$ cat src/rtl/tank_pkg.sv
// Shared types and screen constants for the tank/bullet/wall sprite fetchers.
package tank_pkg;

  localparam int unsigned SPRITE_W = 32;
  localparam int unsigned SCREEN_W = 640;
  localparam int unsigned SCREEN_H = 480;

  typedef enum logic [1:0] {
    DIR_UP    = 2'd0,
    DIR_RIGHT = 2'd1,
    DIR_DOWN  = 2'd2,
    DIR_LEFT  = 2'd3
  } dir_t;

  typedef struct packed {
    logic [3:0] red;
    logic [3:0] green;
    logic [3:0] blue;
  } rgb12_t;

endpackage

$ cat src/rtl/tank_sprite_hit.sv
// Combinational sprite window test: signed offset of the scan position from the
// sprite origin, range check, and {dy,dx} ROM address pack.
module tank_sprite_hit
  import tank_pkg::*;
#(
  parameter int unsigned SPRITE_W = tank_pkg::SPRITE_W,
  parameter int unsigned ADDR_W   = 10
) (
  input  logic [9:0]        draw_x,
  input  logic [9:0]        draw_y,
  input  logic [9:0]        sx,
  input  logic [9:0]        sy,
  input  logic              enable,
  output logic              hit,
  output logic [ADDR_W-1:0] address
);

  localparam int unsigned OFS_W = ADDR_W / 2;

  logic signed [10:0] dx;
  logic signed [10:0] dy;

  always_comb begin
    dx = signed'({1'b0, draw_x}) - signed'({1'b0, sx});
    dy = signed'({1'b0, draw_y}) - signed'({1'b0, sy});
    // All bits above the in-sprite offset (sign included) zero <=> 0 <= d < SPRITE_W,
    // so scan positions left of / above the sprite never alias into it.
    hit     = enable && (dx[10:OFS_W] == '0) && (dy[10:OFS_W] == '0);
    address = hit ? {dy[OFS_W-1:0], dx[OFS_W-1:0]} : '0;
  end

endmodule

$ cat src/rtl/tank_sprite_fetch.sv
// Tank sprite fetch: frame-latched tank state, spawn blink, ROM address
// generation and a fixed 3-cycle pipeline to a transparency-qualified pixel.
module tank_sprite_fetch
  import tank_pkg::*;
#(
  parameter int unsigned SPRITE_W        = 32,
  parameter int unsigned ADDR_W          = 10,
  parameter logic [11:0] TRANSPARENT_RGB = 12'h000,
  parameter int unsigned BLINK_FRAMES    = 8
) (
  input  logic              clk,
  input  logic              reset,
  input  logic              frame_start,
  input  logic [9:0]        draw_x,
  input  logic [9:0]        draw_y,
  input  logic [9:0]        tank_x,
  input  logic [9:0]        tank_y,
  input  logic [1:0]        tank_dir,
  input  logic              tank_enemy,
  input  logic              tank_active,
  input  logic              tank_spawning,
  output logic [ADDR_W-1:0] rom_address,
  output logic              enemy,
  input  logic [11:0]       up_rgb,
  input  logic [11:0]       right_rgb,
  input  logic [11:0]       down_rgb,
  input  logic [11:0]       left_rgb,
  output logic              pixel_valid,
  output logic [11:0]       pixel_rgb
);

  localparam int unsigned CNT_W = (BLINK_FRAMES > 1) ? $clog2(BLINK_FRAMES) : 1;
  localparam logic [CNT_W-1:0] CNT_LAST = CNT_W'(BLINK_FRAMES - 1);

  logic        shadow_active;
  logic        shadow_enemy;
  logic [9:0]  shadow_x;
  logic [9:0]  shadow_y;
  dir_t        shadow_dir;

  logic [CNT_W-1:0] blink_cnt;
  logic             blink_hidden;

  logic              hit0;
  logic [ADDR_W-1:0] addr0;
  logic              hit_d1;
  logic              hit_d2;
  dir_t              dir_d1;
  dir_t              dir_d2;
  rgb12_t            sel;

  always_ff @(posedge clk) begin
    if (reset) begin
      shadow_active <= 1'b0;
      shadow_enemy  <= 1'b0;
      shadow_x      <= '0;
      shadow_y      <= '0;
      shadow_dir    <= DIR_UP;
      blink_cnt     <= '0;
      blink_hidden  <= 1'b0;
    end else if (frame_start) begin
      shadow_active <= tank_active;
      shadow_enemy  <= tank_enemy;
      shadow_x      <= tank_x;
      shadow_y      <= tank_y;
      shadow_dir    <= dir_t'(tank_dir);
      if (tank_spawning) begin
        if (blink_cnt == CNT_LAST) begin
          blink_cnt    <= '0;
          blink_hidden <= ~blink_hidden;
        end else begin
          blink_cnt <= blink_cnt + 1'b1;
        end
      end else begin
        blink_cnt    <= '0;
        blink_hidden <= 1'b0;
      end
    end
  end

  tank_sprite_hit #(
    .SPRITE_W(SPRITE_W),
    .ADDR_W  (ADDR_W)
  ) u_hit (
    .draw_x (draw_x),
    .draw_y (draw_y),
    .sx     (shadow_x),
    .sy     (shadow_y),
    .enable (shadow_active && !blink_hidden),
    .hit    (hit0),
    .address(addr0)
  );

  always_comb begin
    sel = rgb12_t'(up_rgb);
    unique case (dir_d2)
      DIR_UP:    sel = rgb12_t'(up_rgb);
      DIR_RIGHT: sel = rgb12_t'(right_rgb);
      DIR_DOWN:  sel = rgb12_t'(down_rgb);
      DIR_LEFT:  sel = rgb12_t'(left_rgb);
      default:   sel = rgb12_t'(up_rgb);
    endcase
  end

  // Stage 1 drives the ROMs; stage 2 waits out the ROM read; stage 3 picks the colour.
  always_ff @(posedge clk) begin
    if (reset) begin
      rom_address <= '0;
      enemy       <= 1'b0;
      hit_d1      <= 1'b0;
      dir_d1      <= DIR_UP;
      hit_d2      <= 1'b0;
      dir_d2      <= DIR_UP;
      pixel_valid <= 1'b0;
      pixel_rgb   <= '0;
    end else begin
      rom_address <= addr0;
      enemy       <= shadow_enemy;
      hit_d1      <= hit0;
      dir_d1      <= shadow_dir;
      hit_d2      <= hit_d1;
      dir_d2      <= dir_d1;
      pixel_valid <= hit_d2 && (sel != rgb12_t'(TRANSPARENT_RGB));
      pixel_rgb   <= (hit_d2 && (sel != rgb12_t'(TRANSPARENT_RGB))) ? 12'(sel) : '0;
    end
  end

endmodule
$ cat config.mk
export PLATFORM = sky130hd
export DESIGN_NAME = tank_sprite_fetch
export DESIGN_NICKNAME = d
export VERILOG_FILES = /design/src/rtl/tank_pkg.sv /design/src/rtl/tank_sprite_hit.sv /design/src/rtl/tank_sprite_fetch.sv
export SDC_FILE = /design/constraint.sdc
export NUM_CORES = 1
export LEC_CHECK = 0
export BUFFER_PORTS_ARGS = -buffer_cell sky130_fd_sc_hd__buf_4
export CORE_MARGIN = 10
export CORE_UTILIZATION = 51
export CTS_BUF_LIST = sky130_fd_sc_hd__clkbuf_4 sky130_fd_sc_hd__clkbuf_8
export CTS_CLUSTER_DIAMETER = 100
export CTS_CLUSTER_SIZE = 10
export DETAILED_ROUTE_END_ITERATION = 10
export PLACE_DENSITY = 0.82
export SLEW_MARGIN = 20
export SYNTH_ARGS = -nofsm -noshare
export SYNTH_HDL_FRONTEND = slang
export SYNTH_HIERARCHICAL = 1
export SYNTH_SLANG_ARGS = --single-unit
export TNS_END_PERCENT = 1
$ cat constraint.sdc
create_clock -name clk -period 3.6 [get_ports clk]
set_input_delay 0.72 -clock clk [delete_from_list [all_inputs] [get_ports clk]]
set_output_delay 0.72 -clock clk [all_outputs]
set_load 0.02 [all_outputs]
## After elaboration in Yosys (flattened, before gate mapping)

Cells that the tools add are included.

- Register bits: 58
- Bits in writable memories: 0
- Bits in read-only memories: 0
- Output and inout port bits: 24
- Input port bits: 96
- Word-level logic and storage cells: 43
- Latch bits: 0
- Memories kept: 0

- Eq/ne operators: 5
- Add/subtract/negate cells: 3
- Mux-type cells: 5
- Multiply operators: 0
- $lt $le $gt $ge: 0
- Shift-type cells: 0
- Div/mod/pow operators: 0
- Bitwise operators: 3
- Reductions and logical operators: 12

Operator list:

| operator | count |
|---|---|
| case mux 12 bit (4 select lines) | 1 |
| subtractor 10 x 10 -> 11 bit | 2 |
| logical NOT 6 bit | 2 |
| nonzero test 12 bit | 1 |
| 2-to-1 mux 3 bit | 2 |
| == test 2 bit, second input constant | 2 |
| logical AND 1 bit | 4 |
| OR reduction 2 bit | 2 |
| adder 3 x 1 -> 3 bit, second input constant | 1 |
| == test 3 bit, second input constant | 1 |
| inverter 1 bit | 3 |
| == test 2 x 1 -> 1 bit, second input constant | 1 |
| logical NOT 2 bit | 1 |
| 2-to-1 mux 1 bit | 2 |
| inequality test 2 x 1 -> 1 bit, second input constant | 1 |
| AND reduction 2 bit | 1 |
| logical NOT 1 bit | 1 |

## Logic depth before layout (Yosys ltp)

- Word-level depth: 6
- Gate-level depth with buffers: 12
- Gate-level depth less buffers: 11

## Cells and area by module

The synthesis kept the hierarchy.

Modules (own cells, without submodules):

| module | instances | area each (um2) | cells an instance | seq. area each (um2) |
|---|---|---|---|---|
| tank_sprite_fetch | 1 | 2165.8 | 181 | 1161.1 |
| tank_sprite_hit | 1 | 1134.8 | 157 | 0.0 |

## Worst setup path before layout

Ideal clock, no wire load.

- Path kind: input to register
- From: input port draw_y[0]
- To: register hit_d1
- Data required time: 3.534 ns
- Slack: 0.831 ns
- Cell stages on the path: 12
- Arrival: 2.703 ns
- Buffers on the path: 1
- Library setup time: 0.066 ns
- Cell sequence: inv_1 > ha_1 > inv_1 > fa_1 > a21o_1 > a221oi_1 > xnor2_1 > a211oi_2 > nand4_1 > buf_6 > nor3_2 > nor2b_1

- Cells in the longest elaborated chain, start to end: 3

RTL lines:

| what | RTL line | text |
|---|---|---|
| from (decl) | tank_sprite_fetch.sv:15 | `input logic [9:0] draw_y,` |
| subtractor 10 x 10 -> 11 bit | tank_sprite_hit.sv:25 | `dy = signed'({1'b0, draw_y}) - signed'({1'b0, sy});` |
| logical NOT 6 bit | tank_sprite_hit.sv:28 | `hit = enable && (dx[10:OFS_W] == '0) && (dy[10:OFS_W] == '0);` |
| logical AND 1 bit | tank_sprite_hit.sv:28 |  |
| via hit0 | tank_sprite_fetch.sv:44 | `logic hit0;` |
| to (signal assigned) | tank_sprite_fetch.sv:119 | `hit_d1 <= hit0;` |
| to (decl) | tank_sprite_fetch.sv:46 | `logic hit_d1;` |

The timed path passes the listed nets, and every way through them passes these cells.
A chain may end at the register's enable or synchronous reset.

## Worst setup path after layout

- From: input port draw_y[0]
- To: register rom_address[4]

- Cells in the longest elaborated chain, start to end: 5

RTL lines:

| what | RTL line | text |
|---|---|---|
| subtractor 10 x 10 -> 11 bit | tank_sprite_hit.sv:25 |  |
| logical NOT 6 bit | tank_sprite_hit.sv:28 |  |
| logical AND 1 bit | tank_sprite_hit.sv:28 |  |
| inverter 1 bit (no line) | - |  |
| OR reduction 2 bit (no line) | - |  |
| to (signal assigned) | tank_sprite_fetch.sv:117 | `rom_address <= addr0;` |
| to (decl) | tank_sprite_fetch.sv:22 | `output logic [ADDR_W-1:0] rom_address,` |

Every way passes these cells.

==> impl_metrics.json <==
{
  "cp-end-kind": "register",
  "grt_usage_pct": 17.4,
  "grt_max_degree": 47,
  "syn_area_mm2": 0.00330,
  "p_sw_uw": 432,
  "final_hold_viol_count": 0,
  "ys_seq_area_share_pct": 35.2,
  "drive_gt1_share_pct": 34.9,
  "grt_pass1_vias": 2867,
  "min_path_type": "reg2reg",
  "finalCritPeriodShare_pct": 76.1,
  "worstRegToRegCells": 10,
  "num-fill-cells": 521,
  "p_comb_share_pct": 22.9,
  "final_util_pct": 69.4,
  "die_h_um": 100,
  "clock_power_share_pct": 33.5,
  "synth_top_family_by_area": "simple AND/OR/NAND/NOR gates",
  "clk_latency_ns": 0.33,
  "cpLargestDelayFamily": "compound AO/OA/AOI/OAI gates",
  "rsz0062_at_grt": "false",
  "dr.pass1.iters": 4,
  "cpPeakStageDelay_ns": 0.39,
  "finalSetupViolCount": 0,
  "drtIter0Drc": 108,
  "syn2layout_area_growth_pct": 32.8,
  "cp-start-kind": "primary input",
  "h-tree-depth": 3,
  "drtAntennaViolNets": 0,
  "via_count": 2897,
  "rows": 29,
  "initial_core_util_pct": 52.3,
  "grt_pass1_wl_um": 14200,
  "slew_viol_final": 0,
  "avgSynthCellArea_um2": 9.77,
  "cts_sinks": 58,
  "synthCells": 338,
  "tns_ns": 0,
  "clk_pin_slew_worst_paths_ns": 0.06,
  "cts_made_buffers": 9,
  "drt-total-wl_um": 9190,
  "crit_buf_inv": 4,
  "worstPathArrival_ns": 3.00,
  "coreArea_mm2": 0.00631,
  "diodes": 0,
  "p_int_mw": 1.11,
  "synth_nets": 458,
  "io_pins": 120,
  "wire_per_inst_um": 17.2,
  "synthSimpleGateAreaFrac_pct": 21.1,
  "timing.hold.ws_ns": 0.439,
  "yosys.area_share.adder_pct": 9.55,
  "period_needed_ns": 2.74,
  "cts_setup_buffers": 0,
  "cp.required_ns": 3.86,
  "synthFlopType": "dfxtp_1",
  "cap_violations": 0,
  "ctsHoldBuffers": 0,
  "seqPwrFrac_pct": 43.7,
  "hpwlAfterDp_um": 7110,
  "final-seq-area_mm2": 0.00116,
  "cp_slowest_cell": "fa_1",
  "cts-root-buf": "clkbuf_8",
  "synth_compound_area_share_pct": 9.67,
  "cts_resized": 0,
  "grt-ovfl-total": 0,
  "synth_cell_types": 51,
  "dieWidth_um": 100,
  "multiInputGateArea_mm2": 0.00195,
  "synth-seq-cells": 58,
  "tightest_slew_ns": 0.699,
  "max_freq_mhz": 365,
  "antenna_found_initial": 0,
  "die_area_mm2": 0.0101,
  "place_congestion": 0.901,
  "clock_skew_ns": 0.00811,
  "port-buffer-count": 119,
  "min_path_cells": 1,
  "synthMuxAreaShare_pct": 16.7,
  "outcome": "finished, final reports clean",
  "power.density_mw_per_mm2": 351,
  "async_flop_share_pct": 0,
  "slew_headroom_pct": 53.3,
  "path_depth": 13,
  "cts_tree": "done",
  "yosysWarnings": 6,
  "routed_via_density": 5.41,
  "worstSetupPathType": "in2reg",
  "nNetsFinal": 575,
  "p_leak_nw": 1.97,
  "drc": 0,
  "p_sw_share_pct": 28.1,
  "crit_path_cell_trace": "buf_4 -> inv_1 -> ha_1 -> inv_1 -> fa_1 -> a21o_1 -> a221oi_1 -> xnor2_1 -> a211oi_2 -> nand4_1 -> buf_4 -> nor3_2 -> nor2b_1",
  "clockBufferDepth": 2,
  "synth-xor-area-share_pct": 2.12,
  "path_max_fanout": 11,
  "synth_edf_count": 0,
  "peakVddDrop_v": 0.000231
}
-- logic make-up (layout without fill, tap and decap cells) --
family | Yosys count | after routing
compound gates | 45 | 45
xor+xnor | 8 | 8
fa+ha+maj | 24 | 24
buf+inv | 42 | 162
flops | 58 | 58
mux | 38 | 38
simple gates | 123 | 123
-- final timing paths --
check / end / from / slack, ns
min reg2reg: dir_d2[1] / dir_d1[1] / 0.44
max reg2reg: rom_address[4] / shadow_x[7] / 1.07
min: dir_d2[1] / dir_d1[1] / 0.44
max: rom_address[4] / draw_y[0] / 0.86
-- metrics by stage --
stage | area [um^2] | setup WS, ns | instances | power [mW]
2_1_floorplan | 3300 | 0.831 | 338 | 0.908
3_3_place_gp | 4220 | 0.631 | 521 | 1.02
3_5_place_dp | 4220 | 0.527 | 521 | 1.03
4_1_cts | 4380 | 0.853 | 535 | 1.55
5_1_grt | 4380 | 0.679 | 535 | 1.62
6_report | 4380 | 0.861 | 535 | 1.54
-- cells in the mapped netlist (4+ instances only) --
| cell type | count | area share [%] |
|---|---|---|
| clkbuf_1 | 5 | 0.57 |
| a21oi_1 | 10 | 1.5 |
| buf_2 | 6 | 0.91 |
| inv_1 | 27 | 3.1 |
| nand2_1 | 7 | 0.80 |
| and2_1 | 11 | 2.1 |
| dfxtp_1 | 58 | 35 |
| mux2i_1 | 25 | 7.6 |
| mux4_1 | 5 | 4.0 |
| nor2b_1 | 22 | 4.2 |
| o21ai_0 | 7 | 1.1 |
| ha_1 | 22 | 8.3 |
| nor2_1 | 37 | 4.2 |
| xnor2_1 | 5 | 1.3 |
| o21a_1 | 4 | 0.91 |
| nand3_1 | 15 | 2.3 |
| mux4_2 | 7 | 4.8 |
| nor3_2 | 10 | 3.0 |
-- cell type report --
class,count,share of cell area [%]
clock buffer,11,3.31
sequential,58,26.5
clock inverter,3,0.400
inverter,27,2.31
tap,77,2.20
timing repair buffer,121,20.7
multi-input combinational,238,44.5
-- routing by layer --
| metal | routed length [um] | vias to the layer above | part of all wire, % | global-route usage [%] |
|---|---|---|---|---|
| li1 | - | 1421 | - | - |
| met1 | 3650 | 1352 | 40 | 19.8 |
| met2 | 4710 | 108 | 51 | 29.9 |
| met3 | 698 | 16 | 7.6 | 5.42 |
| met4 | 139 | 0 | 1.5 | 5.98 |
| met5 | 0 | - | 0 | 0 |
-- power by group through the flow --
| stage | Sequential [mW] | Combinational [mW] | Clock, mW |
|---|---|---|---|
| final | 0.672 | 0.352 | 0.515 |
| after floorplan | 0.682 | 0.226 | 0 |
| after global routing | 0.674 | 0.389 | 0.554 |
| after global placement | 0.685 | 0.334 | 0 |
| after detailed placement | 0.686 | 0.344 | 0 |
| after CTS | 0.672 | 0.351 | 0.523 |
-- cells in the final DEF (no fill, tap or decap), types with 2 or more instances in the layout --
cell,netlist,final
and3_1,2,2
o21ai_0,7,7
mux2i_1,25,25
a31oi_1,3,3
o21bai_1,2,2
buf_4,0,121
and2_1,11,11
ha_1,22,22
nand3b_1,3,3
o221ai_1,2,2
mux4_2,7,7
or2_2,2,2
clkbuf_8,0,10
xnor2_1,5,5
nor2b_1,22,22
nand3_1,15,15
a21oi_1,10,10
a211oi_1,2,2
mux4_1,5,5
clkinv_2,0,2
inv_1,27,27
dfxtp_1,58,58
a21o_1,3,3
nor3_1,2,2
o21a_1,4,4
nor3b_1,2,2
xor2_1,3,3
and2_2,2,2
nor3_2,10,10
nand2_1,7,7
nor4_1,3,3
nor2_1,37,37
a31o_1,2,2
fa_1,2,2
-- flip-flops by register name, indices dropped and copies added, names as in the netlist --
name           cells
blink_hidden       1
shadow_y          10
rom_address       10
shadow_dir         2
hit_d1             1
shadow_active      1
shadow_enemy       1
dir_d2             2
enemy              1
shadow_x          10
hit_d2             1
blink_cnt          3
pixel_valid        1
dir_d1             2
pixel_rgb         12
Note: power is estimated with default switching activity, not from simulation.
